### config.mk
export PLATFORM = sky130hd
export DESIGN_NAME = priority_grant_ctrl_flat
export DESIGN_NICKNAME = d
export VERILOG_FILES = /design/src/rtl/priority_grant_ctrl_if.sv /design/src/rtl/priority_grant_ctrl.sv /design/src/flat_wrapper.sv
export SDC_FILE = /design/constraint.sdc
export NUM_CORES = 1
export LEC_CHECK = 0
export ABC_AREA = 1
export CORE_MARGIN = 10
export CORE_UTILIZATION = 37
export DETAILED_ROUTE_END_ITERATION = 6
export PLACE_DENSITY = 0.75
export SLEW_MARGIN = 20
export SYNTH_ARGS = -nofsm -noshare
export SYNTH_HDL_FRONTEND = slang
export SYNTH_SLANG_ARGS = --single-unit
### constraint.sdc
create_clock -name clk_i -period 4.8 [get_ports clk_i]
set_clock_uncertainty 0.2 [all_clocks]
set_input_delay 0.48 -clock clk_i [delete_from_list [all_inputs] [get_ports clk_i]]
set_output_delay 0.48 -clock clk_i [all_outputs]
set_load 0.005 [all_outputs]
### src/rtl/priority_grant_ctrl_if.sv
// Arbiter/source-facing bundle for priority_grant_ctrl: arbiter winner in, grant/release/revoke out.
interface priority_grant_ctrl_if #(
  parameter int N         = 8,
  parameter int PRIO_BITS = 3,
  parameter int SEL_W     = $clog2(N)
);
  logic                 arb_req_i;
  logic [SEL_W-1:0]     arb_sel_i;
  logic [PRIO_BITS-1:0] arb_prio_i;
  logic [N-1:0]         done_i;
  logic [N-1:0]         gnt_o;
  logic                 gnt_valid_o;
  logic [SEL_W-1:0]     gnt_sel_o;
  logic [PRIO_BITS-1:0] gnt_prio_o;
  logic                 timeout_o;
  logic [N-1:0]         revoke_o;

  modport master (
    output arb_req_i, arb_sel_i, arb_prio_i, done_i,
    input  gnt_o, gnt_valid_o, gnt_sel_o, gnt_prio_o, timeout_o, revoke_o
  );

  modport slave (
    input  arb_req_i, arb_sel_i, arb_prio_i, done_i,
    output gnt_o, gnt_valid_o, gnt_sel_o, gnt_prio_o, timeout_o, revoke_o
  );
endinterface

### src/rtl/priority_grant_ctrl.sv
// Grant side of the priority arbitration path: registers the arbiter winner, holds a one-hot grant
// until done or hold timeout, then inserts one dead cycle. Optional preemption via PRIO_PREEMPT_EN.
module priority_grant_ctrl #(
  parameter int N         = 8,
  parameter int PRIO_BITS = 3,
  parameter int SEL_W     = $clog2(N),
  parameter int MAX_HOLD  = 255
) (
  input logic                   clk_i,
  input logic                   rst_ni,
  priority_grant_ctrl_if.slave  bus
);

  localparam int          HCW         = (MAX_HOLD > 0) ? $clog2(MAX_HOLD + 1) : 1;
  localparam int unsigned HOLD_LAST_I = (MAX_HOLD > 0) ? MAX_HOLD - 1 : 0;
  localparam logic [HCW-1:0]  HOLD_LAST = HCW'(HOLD_LAST_I);
  localparam logic [SEL_W:0]  N_LIM     = (SEL_W + 1)'(N);

  typedef enum logic [1:0] {
    S_IDLE,
    S_GRANT,
    S_RELEASE
`ifdef PRIO_PREEMPT_EN
    , S_REVOKE
`endif
  } state_t;

  state_t               state;
  logic [SEL_W-1:0]     sel_q;
  logic [PRIO_BITS-1:0] prio_q;
  logic [HCW-1:0]       hold_cnt;
  logic [N-1:0]         gnt_q;
  logic                 valid_q;
  logic                 timeout_q;

  logic sel_ok;
  logic done_hit;
  logic hold_expired;
  logic holding;

  function automatic logic [N-1:0] onehot(input logic [SEL_W-1:0] idx);
    logic [N-1:0] v;
    v      = '0;
    v[idx] = 1'b1;
    return v;
  endfunction

`ifdef PRIO_PREEMPT_EN
  logic [N-1:0] revoke_q;
  logic         preempt_hit;

  always_comb begin
    preempt_hit = bus.arb_req_i && (bus.arb_prio_i < prio_q) && (bus.arb_sel_i != sel_q);
  end
`endif

  always_comb begin
    // Indices past N can appear when N is not a power of two; they are not requests.
    sel_ok       = {1'b0, bus.arb_sel_i} < N_LIM;
    done_hit     = bus.done_i[sel_q];
    hold_expired = (MAX_HOLD != 0) && (hold_cnt == HOLD_LAST);
`ifdef PRIO_PREEMPT_EN
    holding      = (state == S_GRANT) || (state == S_REVOKE);
`else
    holding      = (state == S_GRANT);
`endif
  end

  always_ff @(posedge clk_i or negedge rst_ni) begin
    if (!rst_ni) begin
      state     <= S_IDLE;
      sel_q     <= '0;
      prio_q    <= '0;
      hold_cnt  <= '0;
      gnt_q     <= '0;
      valid_q   <= 1'b0;
      timeout_q <= 1'b0;
`ifdef PRIO_PREEMPT_EN
      revoke_q  <= '0;
`endif
    end else begin
      timeout_q <= 1'b0;
      if (state == S_IDLE) begin
        if (bus.arb_req_i && sel_ok) begin
          state    <= S_GRANT;
          sel_q    <= bus.arb_sel_i;
          prio_q   <= bus.arb_prio_i;
          hold_cnt <= '0;
          gnt_q    <= onehot(bus.arb_sel_i);
          valid_q  <= 1'b1;
        end
      end else if (holding) begin
        if (hold_cnt != '1) hold_cnt <= hold_cnt + 1'b1;
        // Done takes precedence over an expiring hold, so timeout only fires without done.
        if (done_hit || hold_expired) begin
          state     <= S_RELEASE;
          gnt_q     <= '0;
          valid_q   <= 1'b0;
          timeout_q <= !done_hit;
`ifdef PRIO_PREEMPT_EN
          revoke_q  <= '0;
`endif
        end
`ifdef PRIO_PREEMPT_EN
        else if ((state == S_GRANT) && preempt_hit) begin
          state    <= S_REVOKE;
          revoke_q <= gnt_q;
        end
`endif
      end else begin
        state <= S_IDLE;
      end
    end
  end

  assign bus.gnt_o       = gnt_q;
  assign bus.gnt_valid_o = valid_q;
  assign bus.gnt_sel_o   = sel_q;
  assign bus.gnt_prio_o  = prio_q;
  assign bus.timeout_o   = timeout_q;
`ifdef PRIO_PREEMPT_EN
  assign bus.revoke_o    = revoke_q;
`else
  assign bus.revoke_o    = '0;
`endif

endmodule
### src/flat_wrapper.sv
// flat-port wrapper written by rule: the top's interface ports become plain ports
module priority_grant_ctrl_flat 
#(
  parameter int N         = 8,
  parameter int PRIO_BITS = 3,
  parameter int SEL_W     = $clog2(N),
  parameter int MAX_HOLD  = 255
)
  (clk_i, rst_ni, bus_arb_req_i, bus_arb_sel_i, bus_arb_prio_i, bus_done_i, bus_gnt_o, bus_gnt_valid_o, bus_gnt_sel_o, bus_gnt_prio_o, bus_timeout_o, bus_revoke_o);
  priority_grant_ctrl_if #(.N(N), .PRIO_BITS(PRIO_BITS), .SEL_W(SEL_W)) bus_i ();
  input logic clk_i;
  input logic rst_ni;
  input wire logic [$bits(bus_i.arb_req_i)-1:0] bus_arb_req_i;
  input wire logic [$bits(bus_i.arb_sel_i)-1:0] bus_arb_sel_i;
  input wire logic [$bits(bus_i.arb_prio_i)-1:0] bus_arb_prio_i;
  input wire logic [$bits(bus_i.done_i)-1:0] bus_done_i;
  output wire logic [$bits(bus_i.gnt_o)-1:0] bus_gnt_o;
  output wire logic [$bits(bus_i.gnt_valid_o)-1:0] bus_gnt_valid_o;
  output wire logic [$bits(bus_i.gnt_sel_o)-1:0] bus_gnt_sel_o;
  output wire logic [$bits(bus_i.gnt_prio_o)-1:0] bus_gnt_prio_o;
  output wire logic [$bits(bus_i.timeout_o)-1:0] bus_timeout_o;
  output wire logic [$bits(bus_i.revoke_o)-1:0] bus_revoke_o;
  assign bus_i.arb_req_i = bus_arb_req_i;
  assign bus_i.arb_sel_i = bus_arb_sel_i;
  assign bus_i.arb_prio_i = bus_arb_prio_i;
  assign bus_i.done_i = bus_done_i;
  assign bus_gnt_o = bus_i.gnt_o;
  assign bus_gnt_valid_o = bus_i.gnt_valid_o;
  assign bus_gnt_sel_o = bus_i.gnt_sel_o;
  assign bus_gnt_prio_o = bus_i.gnt_prio_o;
  assign bus_timeout_o = bus_i.timeout_o;
  assign bus_revoke_o = bus_i.revoke_o;
  priority_grant_ctrl #(.N(N), .PRIO_BITS(PRIO_BITS), .SEL_W(SEL_W), .MAX_HOLD(MAX_HOLD)) u_core (.clk_i(clk_i), .rst_ni(rst_ni), .bus(bus_i));
endmodule
* Word level (Yosys, flattened, before mapping)
Cells that the tools add are included.
Widths: inputs -> output; s select.
** Word-level totals
- Flip-flop bits (word level) :: 26
- Input port bits :: 17
- Output and inout bits :: 24
- Word-level logic and storage cells :: 50
** Operators by class
- Add/sub/neg operators :: 1
- $lt $le $gt $ge :: 3
- Eq/ne operators :: 5
- Muxes and demuxes :: 23
- Reductions and logical operators :: 11
** Operator list (number)
- $mux 8 :: 8
- $mux 1 :: 9
- $add 8x1->8 const B :: 1
- $eq 8x8->1 const B :: 1
- $lt 3x4->1 const B :: 2
- $mux 2 :: 4
- $ne 8x8->1 const B :: 1
- $reduce_and 3->1 :: 2
- $reduce_bool 2->1 :: 3
- $reduce_and 2->1 :: 2
- $bmux 1 s3 :: 1
- $demux 1 s3 :: 1
- $ge 3x1->1 const B :: 1
- $ne 3x3->1 const B :: 1
- $eq 2x1->1 const B :: 1
- $logic_not 2->1 :: 1
- $ne 2x2->1 const B :: 1
- $logic_and 1x1->1 :: 1
- $logic_not 1->1 :: 1
- $logic_or 1x1->1 :: 1

* Logic depth before layout (Yosys ltp)
Gate-level depths: netlist (run 1).
- Word-level depth :: 6
- Gate-level depth with buffers :: 9
- Mapped depth without buffers :: 9

* Worst setup path after synthesis (run 1)
No wires, ideal clock.
- Path type :: flip-flop to flip-flop
- Start point :: register u_core.hold_cnt[1]
- End point :: register u_core.hold_cnt[5]
- Setup time :: 0.074 ns
- Data arrival time :: 1.272 ns
- Data required time :: 4.526 ns
- Slack :: 3.254 ns
- Stages on the path, launching flop included :: 9
- Buffers on the path :: 1
- Period minus slack after synthesis :: 1.546 ns
- Cell sequence :: dfrtp_1 -> ha_1 -> inv_1 -> nor2_1 -> nand2_2 -> a21oi_2 -> buf_6 -> nand2_1 -> o21ai_2
** On the way
- Word-level cells in the longest chain between the ends :: 4
- Elaborated cells on any way between the ends :: 7
- Classes of those cells :: 1 x add/sub; 1 x eq/ne; 3 x mux; 2 x reduce/logical
** Ends and longest elaborated chain
- start, declared :: RTL line priority_grant_ctrl.sv:31 : logic [HCW-1:0] hold_cnt;
- start signal, assigned :: RTL line priority_grant_ctrl.sv:93 : if (hold_cnt != '1) hold_cnt <= hold_cnt + 1'b1;
- $add 8x1->8 :: RTL line priority_grant_ctrl.sv:93
- $mux 8 :: RTL line priority_grant_ctrl.sv:93
- $mux 8 :: RTL line priority_grant_ctrl.sv:92 : end else if (holding) begin
- $mux 8 :: RTL line priority_grant_ctrl.sv:83 : if (state == S_IDLE) begin
Parallel ways exist; a longest one is shown, timed or not. The select of a mux whose other input is x is not followed.
A chain may end at the register's enable or synchronous reset.

* Worst setup path after layout (run 1)
- Start point :: register u_core.hold_cnt[1]
- End point :: register u_core.hold_cnt[0]
** On the way
- Word-level cells in the longest chain between the ends :: 3
** Ends and longest elaborated chain (RTL line)
- $ne 8x8->1 :: priority_grant_ctrl.sv:93
- $reduce_bool 2->1 (no source line)
- $reduce_and 3->1 (no source line)
No other way between the ends.

==> out/qor.csv, run 1 <==
stage,metric,value,unit
routing,drc,0,
die,ios,41,
placed_design,port_buffers,32,
global_route,antenna_found_initial,0,
hold_path,hold_start,u_core.bus.gnt_o[7]$_DFFE_PN0P_,
critical_path,endpoint_kind,register,
global_route,grt.overflow.total,0,
cells_and_area,layout-area-overhead-vs-synth,28.3,%
die,core,0.00374,mm^2
synth,ys.warnings.count,0,
critical_path,regToRegSetupSlack,2.83,ns
cts,cts_resized,0,
placed_design,dp_cells,270,
cts,clk_pin_slew_worst_paths,0.09,ns
power,p_int,573,uW
cells_and_area,drive_gt1_share,8.85,%
routing,dr_total_vias,1254,
synth,yosys-top-cells-area,"dfrtp_1 (45%), nand2_1 (15%), nand3_1 (7.5%), inv_1 (6.4%), buf_4 (4.1%)",
synth,synth_top_cell_area_share,44.5,%
job,maxCapViolCount,0,
global_route,grt_max_degree,27,
synth,seq_area_frac_synth,44.5,%
cts,htree_levels,1,
power,p_seq_share,36.1,%
sta,drv_slew,0,
critical_path,required,4.81,ns
global_route,grt_pass1_vias,1234,
cts,cts_tree,built,
sta,max_slew_margin,60.5,%
placed_design,dpl.hpwl,2490,um
cts,clk_latency,0.28,ns
routing,drt-total-wl,3240,um
cts,clock_sinks,26,
power,swShare,38.4,%
hold_path,hold_class,register to register,
routing,post_drt_wl_per_cell,11.8,um
global_route,grt_usage,9.48,%
hold_path,hold_end,u_core.bus.gnt_o[7]$_DFFE_PN0P_,
sta,max_clock_freq,507,MHz
die,start_util,39.0,%
cts,cts_buffers,3,
critical_path,worstPathMaxFanout,11,
critical_path,r2r_cells,7,
die,die_w,82.8,um
cells_and_area,finish.utilization,50.1,%
routing,ant_nets,0,
sta,worst_pin_slew,0.592,ns
die,dieArea,0.00686,mm^2
power,peakVddDrop,0.241,mV
sta,setup_viol,0,
cts,clock_path_buffers,2,
cells_and_area,final_common_cell,nand2_1,
sta,grt_setup_unrepaired,no,
synth,synthCells,191,
sta,hold_viol_final,0,
cts,postCtsSetupBuffers,0,
die,die_h,82.8,um
power,combinationalPowerShare,44.2,%
power,power_switching,357,uW
critical_path,start_kind,register,
sta,tns,0,ns
hold_path,hold_depth,2,
synth,synth_cell_type_count,26,
critical_path,reg2reg_to,u_core.hold_cnt[0]$_DFFE_PN0P_,
synth,synth_largest_area_cell,dfrtp_1,
synth,synth.avg_cell_area,7.65,um^2
power,clockPowerShare,19.7,%
power,finalPower,931,uW
power,power_density,496,mW/mm^2
critical_path,cp_data_arrival_time,1.98,ns
routing,drt-initial-drc-count,54,
synth,synthesis.area,0.00146,mm^2
routing,viasPerCell,4.58,
cts,cts-root-buf,clkbuf_8,
critical_path,rr_startpoint,u_core.hold_cnt[1]$_DFFE_PN0P_,
placed_design,place.gp.congestion,0.783,
global_route,grt_pass1_wl,5580,um
sta,fin_crit_sh,41.1,%
cells_and_area,fill_cells,371,
cts,postCtsHoldBufs,0,
sta,period_minus_slack,1.97,ns
die,rows,22,
routing,firstDrtPassIters,4,
cells_and_area,fin_nets,246,
cells_and_area,layout_common_cells,"nand2_1 (60), clkdlybuf4s50_1 (32), dfrtp_1 (26)",
synth,ys_seq_elements,26,
power,leakagePower,0.939,nW
critical_path,crit_type,register to register,
run_status,status,"finished, final reports clean",
cells_and_area,num_antenna_cells,0,
cells_and_area,final_cells,274,
-- metal layers --
metal	track usage [%]	share of wire, %	wire length [um]
met4	5.54	2.6	85
met5	0	0	0
met3	2.73	6.9	224
met1	11.4	49	1580
met2	14.6	42	1350
-- worst max-delay path: stages (launching register included) --
cell	delay [ns]
dfrtp_1	0.41
ha_1	0.22
inv_1	0.07
nor2_1	0.19
nand2_2	0.09
a21oi_2	0.50
nor2_1	0.09
a21oi_1	0.13
-- flip-flops by register name, indices dropped and copies added (netlist names) --
name / flops
u_core.hold_cnt: 8
u_core.bus.gnt_sel_o: 3
u_core.bus.timeout_o: 1
u_core.bus.gnt_o: 8
u_core.bus.gnt_valid_o: 1
u_core.bus.gnt_prio_o: 3
u_core.state: 2
-- cell type report --
cell class	count	area [um^2]	share of cell area [%]
multi-input combinational	136	664	35.4
sequential	26	651	34.7
timing repair buffer	33	328	17.5
inverter	27	101	5.40
tap	48	60.1	3.20
clock buffer	3	41.3	2.20
clock inverter	1	30.0	1.60
-- cells by family (layout without fill, tap and decap cells) --
logic type	after synthesis	count (layout)	share of synthesized area [%]
AND/OR/NAND/NOR	106	106	31.9
buffers and inverters	36	64	11.8
flip-flops	26	26	44.5
AO/OA/AOI/OAI	18	18	8.56
adder cells (fa/ha/maj)	2	2	1.71
XOR/XNOR	2	2	1.20
other	1	8	0.257
-- worst max path at each step --
stage	slack [ns]	from	endpoint
after CTS	2.81	u_core.hold_cnt[1]$_DFFE_PN0P_	u_core.hold_cnt[0]$_DFFE_PN0P_
after floorplan	3.25	u_core.hold_cnt[1]$_DFFE_PN0P_	u_core.hold_cnt[5]$_DFFE_PN0P_
after global placement	2.74	bus_done_i[7]	u_core.bus.gnt_valid_o$_DFFE_PN0P_
after global routing	2.64	u_core.hold_cnt[1]$_DFFE_PN0P_	u_core.hold_cnt[0]$_DFFE_PN0P_
after detailed placement	2.71	bus_arb_req_i	u_core.hold_cnt[0]$_DFFE_PN0P_
final	2.83	u_core.hold_cnt[1]$_DFFE_PN0P_	u_core.hold_cnt[0]$_DFFE_PN0P_
-- cells in the mapped netlist (all sizes together) --
library cell,instances
nand3,22
ha,2
o22ai,1
or2,1
dfrtp,26
inv,27
o21bai,2
a21oi,5
nor3,2
buf,9
xor2,2
o21ai,9
nand4,1
conb,1
o31ai,1
nor2,17
nand2,63
-- per-stage QoR --
stage               setup slack [ns]  hold WS [ns]  cell area, um^2
global route                    2.64         0.305             1880
finish                          2.83         0.276             1880
CTS                             2.81         0.282             1880
detailed placement              2.71         0.259             1800
floorplan                       3.25       -0.0156             1490
global placement                2.74         0.257             1800
-- power by group through the flow --
stage	registers [mW]	clock network [mW]	logic, mW
final	0.336	0.184	0.411
after global routing	0.345	0.198	0.463
after CTS	0.337	0.189	0.419
after detailed placement	0.340	0	0.417
after global placement	0.341	0	0.412
after floorplan	0.339	0	0.252
Power figures use the tool's default switching activity.
==> inputs of run 2 (changes only) <==
--- a/config.mk
+++ b/config.mk
@@ -9,7 +9,7 @@
 export CORE_MARGIN = 10
 export CORE_UTILIZATION = 37
 export DETAILED_ROUTE_END_ITERATION = 6
-export PLACE_DENSITY = 0.75
+export PLACE_DENSITY = 0.78
 export SLEW_MARGIN = 20
 export SYNTH_ARGS = -nofsm -noshare
 export SYNTH_HDL_FRONTEND = slang
==> constraint.sdc (replaced) <==
create_clock -name clk_i -period 1.65 [get_ports clk_i]
set_clock_uncertainty 0.2 [all_clocks]
set_input_delay 0.165 -clock clk_i [delete_from_list [all_inputs] [get_ports clk_i]]
set_output_delay 0.165 -clock clk_i [all_outputs]
set_load 0.005 [all_outputs]
==> run 2 against run 1 <==
  * Sequential power grew to 3.0 times the previous value
  * Wire length grew 14%
  * Cell count grew 5.1%
  * Sequential share of layout area shrank 2.3 points
  * Critical endpoint is now u_core.bus.gnt_o[5]$_DFFE_PN0P_
  * Highest routed layer unchanged
==> out/qor.csv, run 2 (synthesized netlist as in run 1, its figures left out) <==
stage,metric,value,unit
run_status,status,"finished, final reports clean",
routing,drt-total-wl,3690,um
die,core,0.00374,mm^2
power,swShare,38.9,%
placed_design,place.gp.congestion,0.818,
cells_and_area,fin_nets,260,
critical_path,crit_type,register to register,
critical_path,worstPathMaxFanout,6,
placed_design,pre_cts_slack,-0.0589,ns
power,combinationalPowerShare,49.5,%
power,p_int,1.85,mW
die,dieArea,0.00686,mm^2
routing,firstDrtPassIters,4,
cells_and_area,final_common_cell,nand2_1,
critical_path,start_kind,register,
cts,clk_pin_slew_worst_paths,0.09,ns
cts,clock_path_buffers,2,
global_route,grt_max_degree,27,
sta,fin_ws,0.00740,ns
cts,cts-root-buf,clkbuf_8,
routing,post_drt_wl_per_cell,12.8,um
power,peakVddDrop,0.691,mV
routing,viasPerCell,4.52,
cells_and_area,finish.utilization,53.9,%
placed_design,port_buffers,32,
cts,cts_buffers,3,
cells_and_area,layout_common_cells,"nand2_1 (59), clkdlybuf4s50_1 (32), inv_1 (24), dfrtp_1 (24), nand3_1 (22)",
critical_path,endpoint_kind,register,
power,leakagePower,1.01,nW
critical_path,cp_data_arrival_time,1.67,ns
die,die_w,82.8,um
sta,hold_viol_final,0,
global_route,antenna_found_initial,0,
die,rows,22,
placed_design,dpl.hpwl,2630,um
cts,htree_levels,1,
global_route,grt_pass1_vias,1317,
sta,fin_hold_ws,0.0470,ns
critical_path,required,1.67,ns
job,maxCapViolCount,0,
cells_and_area,final_cells,288,
global_route,grt_pass1_wl,5890,um
cells_and_area,drive_gt1_share,17.9,%
cells_and_area,num_antenna_cells,0,
critical_path,cp_slowest_cell,dfrtp_1,
global_route,grt_usage,9.80,%
critical_path,crit_chain,inv_1 -> ha_1 -> inv_1 -> nor2_2 -> a21oi_2 -> nand2_2 -> nand2_2 -> nand2_1 -> nand2_1,
sta,drv_slew,0,
power,p_seq_share,33.0,%
sta,max_clock_freq,609,MHz
critical_path,cp.buffers_inverters,2,
cts,clk_latency,0.28,ns
cts,cts_tree,built,
die,ios,41,
power,clockPowerShare,17.5,%
routing,dr_total_vias,1303,
cells_and_area,layout-area-overhead-vs-synth,38.0,%
routing,ant_nets,0,
power,power_density,1500,mW/mm^2
power,power_switching,1.18,mW
hold_path,hold_class,input pin to async pin,
cts,clock_sinks,26,
die,start_util,39.0,%
sta,setup_viol,0,
sta,fin_crit_sh,99.6,%
critical_path,path_delay_family,simple AND/OR/NAND/NOR gates,
critical_path,slowest_delay,0.40,ns
power,finalPower,3.03,mW
placed_design,dp_cells,279,
routing,drt-initial-drc-count,32,
global_route,grt.overflow.total,0,
sta,period_minus_slack,1.64,ns
routing,drc,0,
die,die_h,82.8,um
[run 2: per-layer routing]
metal | vias to the layer above | wire length, um | part of all wire, % | track usage [%]
met1 | 581 | 1690 | 46 | 11.5
met4 | 0 | 40 | 1.1 | 2.77
met3 | 5 | 253 | 6.9 | 3.42
met2 | 36 | 1700 | 46 | 16.3
li1 | 681 | - | - | -
met5 | - | 0 | 0 | 0
[run 2: timing repair]
action / CTS / global route
endpoints found under the setup margin: 4 / 19
hold buffers: 0 / 0
hold endpoints to repair: 0 / 0
gates cloned: 1 / 2
buffers inserted: 0 / 2
pin swaps: 1 / 6
resized for setup: 1 / 15
[run 2: worst paths after layout]
kind                                               startpoint                                   end  slack (ns)  depth (start not counted)
max                            u_core.hold_cnt[0]$_DFFE_PN0P_       u_core.bus.gnt_o[5]$_DFFE_PN0P_       0.007                          9
max in group asynchronous                              rst_ni   u_core.bus.gnt_sel_o[0]$_DFFE_PN0P_        0.94                          2
min                                                    rst_ni           u_core.state[0]$_DFFE_PN0P_        0.05                          2
min in group clk_i                          bus_arb_prio_i[1]  u_core.bus.gnt_prio_o[1]$_DFFE_PN0P_        0.22                          3
min reg2reg                u_core.bus.gnt_valid_o$_DFFE_PN0P_    u_core.bus.gnt_valid_o$_DFFE_PN0P_        0.28                          2
max reg2reg                    u_core.hold_cnt[0]$_DFFE_PN0P_       u_core.bus.gnt_o[5]$_DFFE_PN0P_       0.007                          9
[run 2: area by class of cell]
type | count | area (um^2)
well taps | 48 | 60.1
fillers | 352 | 1730
clock buffers | 3 | 41.3
inverters | 27 | 101
flip-flops and latches | 26 | 653
repair buffers | 45 | 425
multi-input cells | 138 | 706
clock inverters | 1 | 30.0
[run 2: worst register-to-register path, stage by stage (launching register included)]
cell     delay (ns)
dfrtp_1        0.40
inv_1          0.07
ha_1           0.19
inv_1          0.07
nor2_2         0.05
a21oi_2        0.21
nand2_2        0.16
nand2_2        0.14
nand2_1        0.06
nand2_1        0.06
[run 2: per-stage QoR]
stage	setup TNS [ns]	area (um^2)
6_report	0	2020
5_1_grt	-0.787	2020
4_1_cts	0	1950
3_5_place_dp	-0.432	1870
3_3_place_gp	-0.180	1870
2_1_floorplan	0	1490
[run 2: power by group through the flow]
stage	clock (mW)	combinational (mW)	sequential (mW)
2_1_floorplan	0	0.732	0.985
3_3_place_gp	0	1.32	0.985
3_5_place_dp	0	1.35	0.990
4_1_cts	0.537	1.38	0.981
5_1_grt	0.559	1.67	1.03
6_report	0.530	1.50	0.998
==> inputs of run 3 (changes only) <==
--- a/config.mk
+++ b/config.mk
@@ -10,7 +10,7 @@
 export CORE_UTILIZATION = 37
 export DETAILED_ROUTE_END_ITERATION = 6
 export PLACE_DENSITY = 0.78
-export SLEW_MARGIN = 20
+export SLEW_MARGIN = 5
 export SYNTH_ARGS = -nofsm -noshare
 export SYNTH_HDL_FRONTEND = slang
 export SYNTH_SLANG_ARGS = --single-unit
==> results of run 3 <==
Same layout as run 2: the final DEF is identical, and so are final timing and power.
